[config.mk]
export PLATFORM = sky130hd
export DESIGN_NAME = alu_writeback_stage
export DESIGN_NICKNAME = d
export VERILOG_FILES = /design/src/rtl/alu_pkg.sv /design/src/rtl/wb_mem_port.sv /design/src/rtl/alu_writeback_stage.sv
export SDC_FILE = /design/constraint.sdc
export NUM_CORES = 1
export LEC_CHECK = 0
export ABC_AREA = 1
export BUFFER_PORTS_ARGS = -buffer_cell sky130_fd_sc_hd__buf_2
export CAP_MARGIN = 30
export CORE_MARGIN = 2
export CORE_UTILIZATION = 40
export DETAILED_ROUTE_END_ITERATION = 10
export PLACE_DENSITY_LB_ADDON = 0.25
export RECOVER_POWER = 25
export SYNTH_ARGS = -nofsm -noshare
export SYNTH_HDL_FRONTEND = slang
export SYNTH_SLANG_ARGS = --single-unit
[constraint.sdc]
create_clock -name clk -period 3.98 [get_ports clk]
set_clock_uncertainty 0.05 [all_clocks]
set_input_delay 0.597 -clock clk [delete_from_list [all_inputs] [get_ports clk]]
set_output_delay 0.597 -clock clk [all_outputs]
set_load 0.05 [all_outputs]
[src/rtl/alu_pkg.sv]
// Shared ALU definitions: datapath widths, opcode encoding and the
// writeback memory-port state type.
package alu_pkg;

  localparam int REG_WIDTH = 8;
  localparam int OP_WIDTH  = 4;

  typedef enum logic [OP_WIDTH-1:0] {
    OP_AND = 4'd0,
    OP_SLT = 4'd1,
    OP_OR  = 4'd2,
    OP_ADD = 4'd3,
    OP_SUB = 4'd4,
    OP_SRL = 4'd5,
    OP_SRA = 4'd6,
    OP_BEQ = 4'd7,
    OP_MEM = 4'd8
  } op_e;

  typedef enum logic {
    MEM_IDLE = 1'b0,
    MEM_WAIT = 1'b1
  } mem_state_e;

endpackage

[src/rtl/wb_mem_port.sv]
// Single-outstanding LW/SW port: holds the request until ack or timeout
// and captures load data for a one-cycle register-file write.
module wb_mem_port #(
  parameter int REG_WIDTH   = 8,
  parameter int RF_ADDR_W   = 3,
  parameter int MEM_TIMEOUT = 15
) (
  input  logic                 clk,
  input  logic                 reset,
  input  logic                 start,
  input  logic                 is_store,
  input  logic [REG_WIDTH-1:0] addr,
  input  logic [REG_WIDTH-1:0] wdata,
  input  logic [RF_ADDR_W-1:0] rd,
  input  logic                 mem_ack,
  input  logic [REG_WIDTH-1:0] mem_rdata,
  output logic                 busy,
  output logic                 timeout_hit,
  output logic                 mem_req,
  output logic                 mem_we,
  output logic [REG_WIDTH-1:0] mem_addr,
  output logic [REG_WIDTH-1:0] mem_wdata,
  output logic                 ld_we,
  output logic [RF_ADDR_W-1:0] ld_addr,
  output logic [REG_WIDTH-1:0] ld_data
);
  import alu_pkg::*;

  localparam int TIMER_W = $clog2(MEM_TIMEOUT + 1);

  mem_state_e           state;
  logic [TIMER_W-1:0]   timer;
  logic                 is_load;
  logic [RF_ADDR_W-1:0] rd_q;

  assign busy = (state == MEM_WAIT);
  // An ack on the last allowed cycle takes priority over the timeout.
  assign timeout_hit = busy && !mem_ack && (timer == TIMER_W'(MEM_TIMEOUT - 1));

  always_ff @(posedge clk) begin
    if (reset) begin
      state     <= MEM_IDLE;
      timer     <= '0;
      mem_req   <= 1'b0;
      mem_we    <= 1'b0;
      mem_addr  <= '0;
      mem_wdata <= '0;
      is_load   <= 1'b0;
      rd_q      <= '0;
      ld_we     <= 1'b0;
      ld_addr   <= '0;
      ld_data   <= '0;
    end else begin
      ld_we <= 1'b0;
      case (state)
        MEM_IDLE: begin
          if (start) begin
            state     <= MEM_WAIT;
            timer     <= '0;
            mem_req   <= 1'b1;
            mem_we    <= is_store;
            mem_addr  <= addr;
            mem_wdata <= wdata;
            is_load   <= !is_store;
            rd_q      <= rd;
          end
        end
        MEM_WAIT: begin
          if (mem_ack) begin
            state   <= MEM_IDLE;
            mem_req <= 1'b0;
            if (is_load) begin
              ld_we   <= 1'b1;
              ld_addr <= rd_q;
              ld_data <= mem_rdata;
            end
          end else if (timeout_hit) begin
            state   <= MEM_IDLE;
            mem_req <= 1'b0;
          end else begin
            timer <= timer + 1'b1;
          end
        end
        default: state <= MEM_IDLE;
      endcase
    end
  end

endmodule

[src/rtl/alu_writeback_stage.sv]
// Writeback stage after the saturating ALU: result decode, flags, BEQ
// redirect with wrong-path squash, and the memory port.
module alu_writeback_stage #(
  parameter int REG_WIDTH   = 8,
  parameter int OP_WIDTH    = 4,
  parameter int RF_ADDR_W   = 3,
  parameter int PC_WIDTH    = 10,
  parameter int MEM_TIMEOUT = 15
) (
  input  logic                 clk,
  input  logic                 reset,
  input  logic                 ex_valid,
  output logic                 ex_ready,
  input  logic [OP_WIDTH-1:0]  ex_op,
  input  logic [REG_WIDTH-1:0] ex_res,
  input  logic [REG_WIDTH-1:0] ex_car,
  input  logic                 ex_zero,
  input  logic                 ex_jump,
  input  logic [RF_ADDR_W-1:0] ex_rd,
  input  logic                 ex_is_store,
  input  logic [REG_WIDTH-1:0] ex_st_data,
  input  logic [PC_WIDTH-1:0]  ex_pc,
  input  logic [REG_WIDTH-1:0] ex_br_off,
  output logic                 wb_we,
  output logic [RF_ADDR_W-1:0] wb_addr,
  output logic [REG_WIDTH-1:0] wb_data,
  output logic                 car_we,
  output logic [REG_WIDTH-1:0] car_data,
  output logic                 zero_flag,
  output logic                 sat_flag,
  output logic                 br_taken,
  output logic [PC_WIDTH-1:0]  br_target,
  output logic                 mem_req,
  output logic                 mem_we,
  output logic [REG_WIDTH-1:0] mem_addr,
  output logic [REG_WIDTH-1:0] mem_wdata,
  input  logic                 mem_ack,
  input  logic [REG_WIDTH-1:0] mem_rdata,
  output logic                 err_flag
);
  import alu_pkg::*;

  op_e                  op;
  logic                 accept;
  logic                 live;
  logic                 mem_start;
  logic                 mem_busy;
  logic                 timeout_hit;
  logic [PC_WIDTH-1:0]  off_ext;
  logic                 alu_we;
  logic [RF_ADDR_W-1:0] alu_addr;
  logic [REG_WIDTH-1:0] alu_data;
  logic                 ld_we;
  logic [RF_ADDR_W-1:0] ld_addr;
  logic [REG_WIDTH-1:0] ld_data;

  assign op        = op_e'(ex_op);
  assign ex_ready  = !mem_busy;
  assign accept    = ex_valid && ex_ready;
  // The instruction behind a taken branch is wrong-path and is dropped.
  assign live      = accept && !br_taken;
  assign mem_start = live && (op == OP_MEM);
  assign off_ext   = PC_WIDTH'($signed(ex_br_off));

  assign wb_we   = alu_we | ld_we;
  assign wb_addr = ld_we ? ld_addr : alu_addr;
  assign wb_data = ld_we ? ld_data : alu_data;

  wb_mem_port #(
    .REG_WIDTH  (REG_WIDTH),
    .RF_ADDR_W  (RF_ADDR_W),
    .MEM_TIMEOUT(MEM_TIMEOUT)
  ) u_mem_port (
    .clk        (clk),
    .reset      (reset),
    .start      (mem_start),
    .is_store   (ex_is_store),
    .addr       (ex_res),
    .wdata      (ex_st_data),
    .rd         (ex_rd),
    .mem_ack    (mem_ack),
    .mem_rdata  (mem_rdata),
    .busy       (mem_busy),
    .timeout_hit(timeout_hit),
    .mem_req    (mem_req),
    .mem_we     (mem_we),
    .mem_addr   (mem_addr),
    .mem_wdata  (mem_wdata),
    .ld_we      (ld_we),
    .ld_addr    (ld_addr),
    .ld_data    (ld_data)
  );

  always_ff @(posedge clk) begin
    if (reset) begin
      alu_we    <= 1'b0;
      alu_addr  <= '0;
      alu_data  <= '0;
      car_we    <= 1'b0;
      car_data  <= '0;
      zero_flag <= 1'b0;
      sat_flag  <= 1'b0;
      br_taken  <= 1'b0;
      br_target <= '0;
      err_flag  <= 1'b0;
    end else begin
      alu_we   <= 1'b0;
      car_we   <= 1'b0;
      br_taken <= 1'b0;
      if (live) begin
        case (op)
          OP_AND, OP_SLT, OP_OR, OP_SRL, OP_SRA: begin
            alu_we    <= 1'b1;
            alu_addr  <= ex_rd;
            alu_data  <= ex_res;
            zero_flag <= ex_zero;
          end
          OP_ADD, OP_SUB: begin
            alu_we    <= 1'b1;
            alu_addr  <= ex_rd;
            alu_data  <= ex_res;
            zero_flag <= ex_zero;
            car_we    <= 1'b1;
            car_data  <= ex_car;
            if (ex_car != '0) sat_flag <= 1'b1;
          end
          OP_BEQ: begin
            if (ex_jump) begin
              br_taken  <= 1'b1;
              br_target <= ex_pc + PC_WIDTH'(1) + off_ext;
            end
          end
          OP_MEM: begin
          end
          default: err_flag <= 1'b1;
        endcase
      end
      if (timeout_hit) err_flag <= 1'b1;
    end
  end

endmodule

==> summary.txt <==
Global routing
  • Grt ovf: 0
  • Tot GR Track Use: 17.62%
  • Largest net degree at the start of global routing: 48
  • First-pass GRT wire length: 12.83 mm
  • Antenna violations before repair: 0
  • Number of global-route vias before repair: 2,942

Worst hold path
  • Hold endpoint: u_mem_port.is_load$_SDFFE_PP0P_
  • Hold Path Origin: ex_is_store
  • Worst Hold Depth: 2
  • Worst hold-check path type: in -> reg

Setup path
  • Critical path class: reg -> out
  • CP max FO: 22
  • R2r startpoint: u_mem_port.busy$_SDFF_PP0_
  • Setup crit end kind: primary output
  • Critical-path top delay cell: inv_1
  • CP startpoint kind: flop
  • CP arrival: 1610 ps
  • Worst Path Buf+Inv: 2
  • Delay of the slowest cell on the worst path: 420 ps
  • Crit path max-delay family: buffers and inverters
  • Reg2reg path depth: 8
  • Reg2reg end: u_mem_port.timer[3]$_SDFFE_PP0P_
  • R2r setup slk: 1750 ps
  • Worst endpoint required time: 3330 ps
  • Crit-path cells: inv_1 > nand2_1 > o21ai_0 > buf_2

STA
  • Final setup violation count: 0
  • Hold Vio Cnt, Final: 0
  • Slew @ Worst Pin: 784.0 ps
  • RSZ-0062 raised after global routing: no
  • Final worst path period share: 56.67%
  • Fmax: 0.4433 GHz
  • Slew headroom: 47.58%
  • Total negative slack: 0 ps
  • Fin. max-slew vios: 0
  • Min Tclk post-route: 2256 ps

Cells and area
  • Layout cell share with drive strength beyond 1: 23.14%
  • Antenna diode count: 0
  • Design area: 4143 um2
  • Layout area overhead: 22.18%
  • FILL cells: 841
  • Post-layout net count: 637
  • Finished Core Util: 50.42%

Synthesis
  • Seq cells post-synth: 74
  • Syn Area/Cell: 7.518 um2
  • Ys flop type: dfxtp_1
  • Post-synthesis cell area: 3391 um2
  • Synth warn: 0
  • Asr flop ratio synth: 0%
  • Post-Synthesis Cells: 451
  • Post-synthesis sequential area ratio: 43.69%
  • Area contributors post-synth: dfxtp_1 (44%), nor2_1 (8.7%), o21ai_0 (8.4%)
  • EDFF count, synth: 0
  • Yosys cell types: 34
  • Leading area contributor after synthesis: dfxtp_1
  • Share of the synthesized area in the top cell type: 43.69%
  • Post-synth net total: 527

Pwr
  • Peak VDD IR: 0.2110 mV
  • Power, Total: 0.001601 W
  • Leakage: 1.976 nW
  • Pwr per Cell Area: 386.5 nW/um2

Routing
  • Routed wire length per instance: 12.09 um
  • Detailed-route via count: 3,210
  • DRC Markers: 0
  • ANT nets after route: 0
  • Iter 0 DRT Violations: 159
  • Pre-antenna DRT Iters: 4
  • Vias per inst: 4.784
  • Post-Route WL: 8.111 mm

Placement
  • Placement Cell Area: 4001 um2
  • Final HPWL DP: 6.015 mm
  • Final RePlAce weighted congestion: 0.8447
  • PortBufs: 117

Clock tree
  • Cts hold-fix bufs: 0
  • H-tree depth: 3
  • Cts repair resizes: 0
  • Total CTS buffers: 9
  • CTS tree: done
  • Root buf cell: clkbuf_8
  • Clk Latency, worst-skew pair: 340 ps
  • CTS sink count: 74
  • Clock transition at the registers of the reported paths: 80 ps
  • Max clock buf depth: 2
  • # Post-CTS Setup Buffers: 0

Floorplan
  • Chip height: 96.07 um
  • Die width: 96.07 um
  • Initial core utilization: 41.27%
  • Die area: 9229 um2
  • Row count: 33
  • Total core area: 8217 um2
  • I/O pin count: 118

Status
  • Status: complete, no violations

Job
  • Max-cap violations: 0
sequential cells by signal, summed over array words and instances, names as in the netlist, 3 cells and up:
register / flops
br_target: 10
alu_data: 8
car_data: 8
u_mem_port.ld_data: 8
u_mem_port.mem_addr: 8
u_mem_port.mem_wdata: 8
u_mem_port.timer: 4
alu_addr: 3
u_mem_port.ld_addr: 3
u_mem_port.rd_q: 3
logic make-up after synthesis:
logic type	count (synthesis)	synth area share (%)
simple gates	177	23.39
compound gates	114	18.23
flops	74	43.69
buf+inv	70	9.003
fa+ha+maj	12	4.649
xor+xnor	4	1.033
cell usage after synthesis (2+ instances only):
library cell  instances
nor2_4                3
xor2_1                2
o21ai_2               3
clkbuf_1             10
nand2_2               2
nand4_1               5
nor3_1                2
inv_2                 4
nor2_1               79
o21ai_0              57
dfxtp_1              74
buf_4                 3
a21oi_1              34
nand3_1              22
nor2_2                8
inv_1                47
xnor2_1               2
buf_6                 4
or2_2                 2
o211ai_1              2
nand2_1              50
ha_1                 11
o21a_1                5
o21ai_1              10
where the power goes:
part	leakage (nW)	internal (W)	total, W	switching (W)
clock network	0.0889	0.000291	0.000581	0.000290
logic	1.29	0.0000804	0.000252	0.000171
registers	0.600	0.000759	0.000769	0.00000993
total	1.98	0.00113	0.00160	0.000471
per-stage QoR:
stage | std cells | hold WS, ps | setup slack, ps
floorplan | 451 | 374.7 | 1676
global placement | 655 | 384.6 | 1702
detailed placement | 655 | 390.7 | 1677
CTS | 671 | 392.1 | 1721
global route | 671 | 405.9 | 1525
finish | 671 | 403.3 | 1724
worst reg2reg max path, cell delays in order, from the launching register on:
cell,delay [ps]
dfxtp_1,350
inv_1,140
nand3b_1,320
nor2_4,530
inv_2,330
nand2_4,200
nand3_1,90
nand2_1,80
nor2_1,40
metal layers:
metal / routed length [um] / GRT usage, % / share of wire, %
met1: 3787 / 22.01 / 47
met2: 3736 / 29.92 / 46
met3: 479 / 4.072 / 5.9
met4: 108 / 5.714 / 1.3
met5: 0 / 0 / 0
cells in the final DEF, fill, tap and decap left out, types with 3 or more instances in the layout:
master | netlist | final
nand2_1 | 50 | 52
dfxtp_1 | 74 | 74
nor2_1 | 79 | 80
nand3_1 | 22 | 22
clkbuf_1 | 10 | 23
clkbuf_8 | 0 | 9
buf_2 | 1 | 95
clkinvlp_4 | 0 | 3
inv_1 | 47 | 49
a21oi_1 | 34 | 34
ha_1 | 11 | 11
nor2_2 | 8 | 8
o21ai_2 | 3 | 3
o21a_1 | 5 | 5
nand4_1 | 5 | 5
o21ai_0 | 57 | 57
o21ai_1 | 10 | 10
area by class of cell:
cell class | count | area [um2] | share of cell area [%]
clock inverter | 6 | 66.31 | 1.601
clock buffer | 10 | 127.6 | 3.081
multi-input combinational | 307 | 1579 | 38.12
inverter | 51 | 191.4 | 4.621
tap | 105 | 131.4 | 3.171
timing repair buffer | 118 | 565.5 | 13.65
sequential | 74 | 1481 | 35.76
worst max-delay path by stage:
stage | start | to | slack [ps] | cells past startpoint
floorplan | u_mem_port.ld_we$_SDFF_PP0_ | wb_addr[2] | 1680 | 3
CTS | u_mem_port.ld_we$_SDFF_PP0_ | wb_data[1] | 1720 | 4
detailed placement | ex_op[1] | u_mem_port.timer[3]$_SDFFE_PP0P_ | 1680 | 9
global route | u_mem_port.busy$_SDFF_PP0_ | u_mem_port.timer[2]$_SDFFE_PP0P_ | 1530 | 8
finish | u_mem_port.ld_we$_SDFF_PP0_ | wb_data[1] | 1720 | 4
global placement | ex_op[1] | u_mem_port.timer[2]$_SDFFE_PP0P_ | 1700 | 9
(Power assumes the default switching activity.)
